===== config.mk =====
export PLATFORM = sky130hd
export DESIGN_NAME = race_game_fsm
export DESIGN_NICKNAME = d
export VERILOG_FILES = /design/src/rtl/game_pkg.sv /design/src/rtl/btn_edge.sv /design/src/rtl/race_game_fsm.sv
export SDC_FILE = /design/constraint.sdc
export NUM_CORES = 1
export LEC_CHECK = 0
export CAP_MARGIN = 20
export CORE_MARGIN = 3
export CORE_UTILIZATION = 52
export CTS_BUF_LIST = sky130_fd_sc_hd__clkbuf_16
export CTS_CLUSTER_SIZE = 12
export DETAILED_ROUTE_END_ITERATION = 10
export GPL_TIMING_DRIVEN = 0
export PLACE_DENSITY = 0.82
export RECOVER_POWER = 25
export SYNTH_ARGS = -nofsm -noshare
export SYNTH_HDL_FRONTEND = slang
export SYNTH_HIERARCHICAL = 1
export SYNTH_SLANG_ARGS = --single-unit

===== constraint.sdc =====
create_clock -name clk -period 2.3 [get_ports clk]
set_clock_uncertainty 0.2 [all_clocks]
set_input_delay 0.46 -clock clk [delete_from_list [all_inputs] [get_ports clk]]
set_output_delay 0.46 -clock clk [all_outputs]
set_load 0.05 [all_outputs]

===== src/rtl/game_pkg.sv =====
// Shared types and constants for the racing game sequencer and its overlays.
// State encodings here are also what the debug state port reports.
package game_pkg;

  typedef enum logic [2:0] {
    ST_TITLE      = 3'd0,
    ST_RUN        = 3'd1,
    ST_PAUSED     = 3'd2,
    ST_CRASH_HOLD = 3'd3,
    ST_GAME_OVER  = 3'd4,
    ST_FINISH     = 3'd5
  } state_e;

  localparam int LIVES_DEFAULT = 3;
  localparam int BLINK_DEFAULT = 30;
  localparam int HOLD_DEFAULT  = 120;

  localparam logic [11:0] OVL_START_RGB  = 12'hFF0;
  localparam logic [11:0] OVL_CRASH_RGB  = 12'hF00;
  localparam logic [11:0] OVL_FINISH_RGB = 12'h0F0;
  localparam logic [11:0] OVL_TIMER_RGB  = 12'hFFF;

  function automatic logic [1:0] lives_dec(
    input logic [1:0] l
  );
    return (l == 2'd0) ? 2'd0 : l - 2'd1;
  endfunction

endpackage


===== src/rtl/btn_edge.sv =====
// Rising-edge detector for a debounced button level.
// prev resets high so a button held through reset yields no press.
module btn_edge (
  input  logic clk,
  input  logic reset,
  input  logic level,
  output logic press
);

  logic prev_q;
  logic prev_d;

  assign prev_d = level;
  assign press  = level & ~prev_q;

  always_ff @(posedge clk) begin
    if (reset) prev_q <= 1'b1;
    else       prev_q <= prev_d;
  end

endmodule


===== src/rtl/race_game_fsm.sv =====
// Game sequencer: owns game state, lives, overlay enables and motion gating.
// All outputs are registered from the next-state decode (Moore).
module race_game_fsm
  import game_pkg::*;
#(
  parameter int BLINK_FRAMES = BLINK_DEFAULT,
  parameter int HOLD_FRAMES  = HOLD_DEFAULT,
  parameter int LIVES        = LIVES_DEFAULT
) (
  input  logic       clk,
  input  logic       reset,
  input  logic       refresh_tick,
  input  logic       btn_start,
  input  logic       btn_pause,
  input  logic       crash,
  input  logic       finish,
  output logic       start_en,
  output logic       crash_en,
  output logic       finish_en,
  output logic       pause,
  output logic       game_run,
  output logic       timer_reset,
  output logic [1:0] lives,
  output logic [2:0] state
);

  localparam int FW = $clog2(HOLD_FRAMES + 1);
  localparam int BW = $clog2(BLINK_FRAMES + 1);
  localparam logic [FW-1:0] HOLD_C  = FW'(HOLD_FRAMES);
  localparam logic [BW-1:0] BLINK_C = BW'(BLINK_FRAMES);
  localparam logic [1:0]    LIVES_C = 2'(LIVES);

  state_e          state_q, state_d;
  logic [FW-1:0]   frame_q, frame_d;
  logic [BW-1:0]   blink_q, blink_d;
  logic            phase_q, phase_d;
  logic [1:0]      lives_q, lives_d;
  logic            start_en_q, start_en_d;
  logic            crash_en_q, crash_en_d;
  logic            finish_en_q, finish_en_d;
  logic            pause_q, pause_d;
  logic            run_q, run_d;
  logic            tr_q, tr_d;
  logic            start_p;
  logic            pause_p;
  logic            held;

  btn_edge u_start_edge (
    .clk   (clk),
    .reset (reset),
    .level (btn_start),
    .press (start_p)
  );

  btn_edge u_pause_edge (
    .clk   (clk),
    .reset (reset),
    .level (btn_pause),
    .press (pause_p)
  );

  assign held = (frame_q == HOLD_C);

  always_comb begin
    state_d = state_q;
    lives_d = lives_q;
    tr_d    = 1'b0;
    case (state_q)
      ST_TITLE: begin
        if (start_p) begin
          state_d = ST_RUN;
          lives_d = LIVES_C;
          tr_d    = 1'b1;
        end
      end
      ST_RUN: begin
        if (finish) begin
          state_d = ST_FINISH;
        end else if (crash) begin
          if (lives_q <= 2'd1) begin
            state_d = ST_GAME_OVER;
            lives_d = 2'd0;
          end else begin
            state_d = ST_CRASH_HOLD;
            lives_d = lives_dec(lives_q);
          end
        end else if (pause_p) begin
          state_d = ST_PAUSED;
        end
      end
      ST_PAUSED: begin
        if (pause_p) state_d = ST_RUN;
      end
      ST_CRASH_HOLD: begin
        if (held && !crash) state_d = ST_RUN;
      end
      ST_GAME_OVER, ST_FINISH: begin
        if (held && start_p) state_d = ST_TITLE;
      end
      default: state_d = ST_TITLE;
    endcase

    if (state_d != state_q)
      frame_d = '0;
    else if (refresh_tick && !held)
      frame_d = frame_q + 1'b1;
    else
      frame_d = frame_q;

    // Blink phase flips on the tick after BLINK_FRAMES ticks were counted
    blink_d = blink_q;
    phase_d = phase_q;
    if (state_q != ST_TITLE || state_d != ST_TITLE) begin
      blink_d = '0;
      phase_d = 1'b1;
    end else if (refresh_tick) begin
      if (blink_q == BLINK_C) begin
        blink_d = {{(BW-1){1'b0}}, 1'b1};
        phase_d = ~phase_q;
      end else begin
        blink_d = blink_q + 1'b1;
      end
    end

    start_en_d  = (state_d == ST_TITLE) && phase_d;
    crash_en_d  = (state_d == ST_CRASH_HOLD) ||
                  (state_d == ST_GAME_OVER);
    finish_en_d = (state_d == ST_FINISH);
    run_d       = (state_d == ST_RUN);
    pause_d     = (state_d != ST_RUN);
  end

  always_ff @(posedge clk) begin
    if (reset) begin
      state_q     <= ST_TITLE;
      frame_q     <= '0;
      blink_q     <= '0;
      phase_q     <= 1'b1;
      lives_q     <= LIVES_C;
      start_en_q  <= 1'b1;
      crash_en_q  <= 1'b0;
      finish_en_q <= 1'b0;
      pause_q     <= 1'b1;
      run_q       <= 1'b0;
      tr_q        <= 1'b0;
    end else begin
      state_q     <= state_d;
      frame_q     <= frame_d;
      blink_q     <= blink_d;
      phase_q     <= phase_d;
      lives_q     <= lives_d;
      start_en_q  <= start_en_d;
      crash_en_q  <= crash_en_d;
      finish_en_q <= finish_en_d;
      pause_q     <= pause_d;
      run_q       <= run_d;
      tr_q        <= tr_d;
    end
  end

  assign start_en    = start_en_q;
  assign crash_en    = crash_en_q;
  assign finish_en   = finish_en_q;
  assign pause       = pause_q;
  assign game_run    = run_q;
  assign timer_reset = tr_q;
  assign lives       = lives_q;
  assign state       = state_q;

endmodule


==> impl_metrics.yaml, run 1 <==
global_route:
  grt_util_all_layers_pct: 18.5
  antenna_found_initial: 0
  grt_remaining_overflow: 0
  grt_pass1_vias: 933
  grt_pass1_wl_um: 3950
  grt_max_degree: 16
clocking:
  clkTransAtPathRegs_ns: 0.06
  clkLatencyLatePin_ns: 0.25
  clockBufferDepth: 2
  clock-sinks: 26
  postCtsHoldBufs: 0
  clockRootBuffer: "clkbuf_16"
  tritoncts: "built"
  cts_made_buffers: 3
  cts_htree_levels: 1
sta:
  rsz0062_at_grt: "false"
  post-route-min-period_ns: 2.23
  slew_violations: 0
  hold_viol_final: 0
  setup_viol: 0
  fin_ws_ns: 0.0712
  max_freq_ghz: 0.449
  slew_headroom_pct: 66.1
  worstMarginPinSlew_ns: 0.507
  post-route-period-util_pct: 96.9
  hold_slack_ns: 0.298
finish:
  final_nets: 167
  postLayoutCoreUtil_pct: 70.3
  stdcell_count: 183
  num_antenna_cells: 0
  fin_area_um2: 1570
  num-fill-cells: 182
  area_growth_syn_to_layout_pct: 26.1
  drive_gt1_share_pct: 11.6
synth:
  synth_flop_cell: "dfxtp_1"
  postSynthAreaPerCell_um2: 9.29
  synthCells: 134
  synth_top_cell_by_area: "dfxtp_1"
  synth_common_cells: "26 x dfxtp_1, 22 x nor2_1, 10 x nand2_1, 7 x inv_1, 6 x xor2_1"
  syn-num-nets: 145
  ys_warn_count: 6
  syn_area_um2: 1240
  synth.ff_latch_count: 26
  synth.top_cell.area_share_pct: 41.8
  synth_area_leaders: "dfxtp_1 42%, nor2_1 6.6%, xor2_1 4.2%, ha_1 4.0%, nand2_1 3.0%"
  synth-edff-count: 0
  synthArstFlopShare_pct: 0
  synth_seq_area_share_pct: 41.8
  yosysMostFrequentCell: "dfxtp_1"
  yosysUniqueCellTypes: 42
critical_path:
  crit_required_ns: 2.27
  max_stage_delay_ns: 0.46
  critPathTopFamily: "compound AO/OA/AOI/OAI gates"
  crit_type: "in2reg"
  crit_chain: "clkdlybuf4s50_1, nor2b_2, inv_1, o31a_1, a32oi_4, nor2_1, a211oi_1"
  path_buf_inv: 2
  cp-start-kind: "input port"
  critPathSlowestCell: "clkdlybuf4s50_1"
  critPathArrivalTime_ns: 2.20
  cp_max_fo: 6
  r2r_setup_slack_ns: 0.17
  end_kind: "flip-flop"
route:
  drtIter0Drc: 20
  vias_per_cell: 5.59
  post-route-drc-count: 0
  routed_wl_um: 2480
  wl_per_cell_um: 13.6
  drtPass1Iterations: 4
  antenna_left: 0
  vias: 1023
floorplan:
  fp.dieW_um: 54.9
  std_cell_rows: 17
  core_um2: 2230
  start_util_pct: 55.7
  die_y_um: 54.9
  io_pins: 18
  dieArea_um2: 3020
job:
  max-cap-violations: 0
place:
  port_buffers: 17
  routabilityCongestion: 0.816
  place.detailed.hpwl_um: 1820
  pre_cts_slack_ns: -0.284
  dpl.cell_count: 179
  dpl-instance-area_um2: 1450
pwr:
  p_per_area_nw_per_um2: 751
  ir_worst_vdd_mv: 0.481
  power_leakage_nw: 0.574
run_status:
  outcome: "finished, final reports clean"
min_path:
  hold_class: "reg2reg"
what timing repair did:
| action | 4_1_cts | 5_1_grt |
|---|---|---|
| cloned | 0 | 0 |
| setup endpoints to repair | 4 | 10 |
| resized for setup | 3 | 2 |
| setup buffers | 0 | 0 |
| pin swaps | 0 | 1 |
| hold endpoints to repair | 0 | 0 |
per-layer routing:
layer	wire length, µm	GRT usage (%)	part of all wire, %	up-vias
met4	14	7.29	0.56	0
met3	117	4.02	4.7	2
met2	1330	34.3	54	22
li1	-	-	-	513
met5	0	0	0	-
met1	1020	20.3	41	486
layout make-up:
type	count	area [µm²]	area share, %
tap	28	35.0	2.23
clock inverter	1	30.0	1.91
sequential	26	520	33.1
inverter	8	30.0	1.91
clock buffer	3	75.1	4.78
timing repair buffer	17	169	10.8
buffer	4	26.3	1.67
multi-input combinational	96	684	43.6
registers in the layout (all words and copies together) (netlist names), 2 cells and up:
name / count
state: 3
lives: 2
blink_q: 5
frame_q: 7
cells by family after synthesis:
kind of cell	count (synthesis)	share of synthesized area (%)
flops	26	41.8
compound gates	22	14.8
buf+inv	12	4.62
xor+xnor	9	6.33
fa+ha+maj	4	4.02
simple gates	60	27.6
mux	1	0.804
cells in the final DEF, fill, tap and decap left out, types with 2 or more instances in the layout:
master           Yosys  routed
a211oi_1             4       4
a21oi_1              2       2
clkbuf_1             1       2
clkbuf_16            0       3
clkdlybuf4s50_1      0      15
dfxtp_1             26      26
ha_1                 4       4
inv_1                7       7
nand2_1             10      10
nand3_1              3       3
nand4_1              5       5
nor2_1              22      22
nor2b_1              4       2
nor2b_2              0       2
nor3_1               4       4
o21ai_0              3       3
or2_1                3       3
xnor2_1              3       3
xor2_1               6       6
worst register-to-register path, cell delays in order, from the launching register on:
cell,delay [ns]
dfxtp_1,0.32
inv_1,0.09
ha_1,0.24
nand4b_4,0.17
o311a_1,0.35
a221o_1,0.34
nor4_4,0.27
inv_2,0.04
stage by stage:
step / total power, mW / TNS, ns
after floorplan: 0.634 / 0
after global placement: 0.685 / -2.60
after detailed placement: 0.695 / -3.00
after CTS: 1.19 / 0
after global routing: 1.23 / 0
final: 1.18 / 0
final timing paths:
check        startpoint        to  cells past startpoint
max reg2reg  frame_q[0]     pause                      7
min reg2reg     phase_q   phase_q                      2
max           btn_start  crash_en                      7
min             phase_q   phase_q                      2
where the power goes:
group	internal, mW	switching, mW
Sequential	0.473	0.0153
Clock	0.346	0.146
Combinational	0.0772	0.122
No activity file was read; power rests on OpenSTA's default activity.
==> run 2, diff against run 1 <==
--- a/config.mk
+++ b/config.mk
@@ -6,6 +6,7 @@
 export NUM_CORES = 1
 export LEC_CHECK = 0
 export CAP_MARGIN = 20
+export CORE_ASPECT_RATIO = 1.2
 export CORE_MARGIN = 3
 export CORE_UTILIZATION = 52
 export CTS_BUF_LIST = sky130_fd_sc_hd__clkbuf_16
@@ -14,6 +15,7 @@
 export GPL_TIMING_DRIVEN = 0
 export PLACE_DENSITY = 0.82
 export RECOVER_POWER = 25
+export SKIP_LAST_GASP = 1
 export SYNTH_ARGS = -nofsm -noshare
 export SYNTH_HDL_FRONTEND = slang
 export SYNTH_HIERARCHICAL = 1
==> impl_metrics.yaml, run 2 (synthesis results as in run 1) <==
floorplan:
  die_y_um: 59.6
  core_um2: 2160
  start_util_pct: 57.6
  fp.dieW_um: 50.7
  dieArea_um2: 3020
  io_pins: 18
  std_cell_rows: 18
place:
  pre_cts_slack_ns: -0.367
  routabilityCongestion: 0.895
  port_buffers: 17
  place.detailed.hpwl_um: 1820
pwr:
  p_per_area_nw_per_um2: 754
  ir_worst_vdd_mv: 0.570
  p_total_mw: 1.21
  power_leakage_nw: 0.597
clocking:
  clockRootBuffer: "clkbuf_16"
  clockBufferDepth: 2
  tritoncts: "built"
  clock-sinks: 26
  clkTransAtPathRegs_ns: 0.07
  cts_htree_levels: 1
  cts_made_buffers: 3
  clkLatencyLatePin_ns: 0.26
  postCtsHoldBufs: 0
global_route:
  antenna_found_initial: 0
  grt_pass1_vias: 1014
  grt_max_degree: 16
  grt_util_all_layers_pct: 19.7
  grt_remaining_overflow: 0
  grt_pass1_wl_um: 4440
sta:
  fin_ws_ns: 0.0807
  worstMarginPinSlew_ns: 0.503
  post-route-period-util_pct: 96.5
  slew_headroom_pct: 66.4
  setup_viol: 0
  max_freq_ghz: 0.451
  rsz0062_at_grt: "true"
  slew_violations: 0
  hold_viol_final: 0
  post-route-min-period_ns: 2.22
finish:
  final_nets: 170
  drive_gt1_share_pct: 14.6
  largest_reg_flops: 7
  area_growth_syn_to_layout_pct: 28.7
  top_register: "frame_q"
  final_common_cell: "dfxtp_1"
  final_cell_mix: "26 x dfxtp_1, 22 x nor2_1, 15 x clkdlybuf4s50_1"
  num_antenna_cells: 0
min_path:
  hold_class: "reg2reg"
  holdPathStages: 2
run_status:
  outcome: "finished, final reports clean"
route:
  drtIter0Drc: 19
  vias: 1048
  wl_per_cell_um: 14.0
  drtPass1Iterations: 4
  post-route-drc-count: 0
  vias_per_cell: 5.57
  routed_wl_um: 2640
  antenna_left: 0
critical_path:
  end_kind: "flip-flop"
  critPathSlowestCell: "clkdlybuf4s50_1"
  crit_type: "in2reg"
  critPathArrivalTime_ns: 2.19
  cp-start-kind: "input port"
  crit_chain: "clkdlybuf4s50_1, nor2b_2, inv_1, o31a_1, a32oi_4, nor2_1, a211oi_1"
  crit_required_ns: 2.27
  r2r_cells: 7
  max_stage_delay_ns: 0.47
  cp_max_fo: 4
job:
  max-cap-violations: 0
run 2: cell count changes in the layout (fill, tap and decap cells not counted), sizes merged:
cell / delta
buf: +4
clkbuf: -1
run 2: area by class of cell:
cell class | instances | area, µm²
Clock inverter | 1 | 30.0
Timing Repair Buffer | 20 | 191
Multi-Input combinational cell | 96 | 691
Sequential cell | 26 | 520
Buffer | 4 | 27.5
Inverter | 8 | 30.0
Fill cell | 160 | 559
Clock buffer | 3 | 75.1
Tap cell | 30 | 37.5
run 2: per-layer routing:
layer / track usage (%) / part of all wire, %
met1: 21.8 / 41
met2: 35.3 / 52
met3: 4.28 / 3.5
met4: 10.4 / 4.2
met5: 0 / 0
run 2: path summary, 6_finish.rpt:
path,slack [ns],endpoint,start
max,0.08,crash_en,btn_start
min,0.29,phase_q,phase_q
max reg2reg,0.23,pause,frame_q[0]
min reg2reg,0.29,phase_q,phase_q
run 2: worst max-delay path, delay by kind of cell:
kind / cells / cell delay (ns)
simple gates: 2 / 0.29
compound gates: 3 / 0.87
buf+inv: 2 / 0.57
run 2: timing repair:
| action | in CTS | in global routing |
|---|---|---|
| setup buffers | 0 | 3 |
| resized for setup | 4 | 3 |
| endpoints found under the setup margin | 9 | 9 |
| pin swaps | 0 | 2 |
run 2: metrics by stage:
step	util (%)	area [µm²]	hold WS, ns	instances	setup TNS (ns)
after floorplan	-	1240	0.253	134	0
after global placement	67.2	1450	0.268	181	-2.62
after detailed placement	67.2	1450	0.281	181	-2.95
after CTS	72.7	1570	0.299	185	-0.0128
after global routing	74.1	1600	0.326	188	0
final	74.1	1600	0.291	188	0
run 2: report_power, final:
group	switching, mW	leakage, nW	internal (mW)	total, mW
Sequential	0.0173	0.212	0.472	0.490
Combinational	0.128	0.334	0.0878	0.215
Clock	0.157	0.0511	0.346	0.503
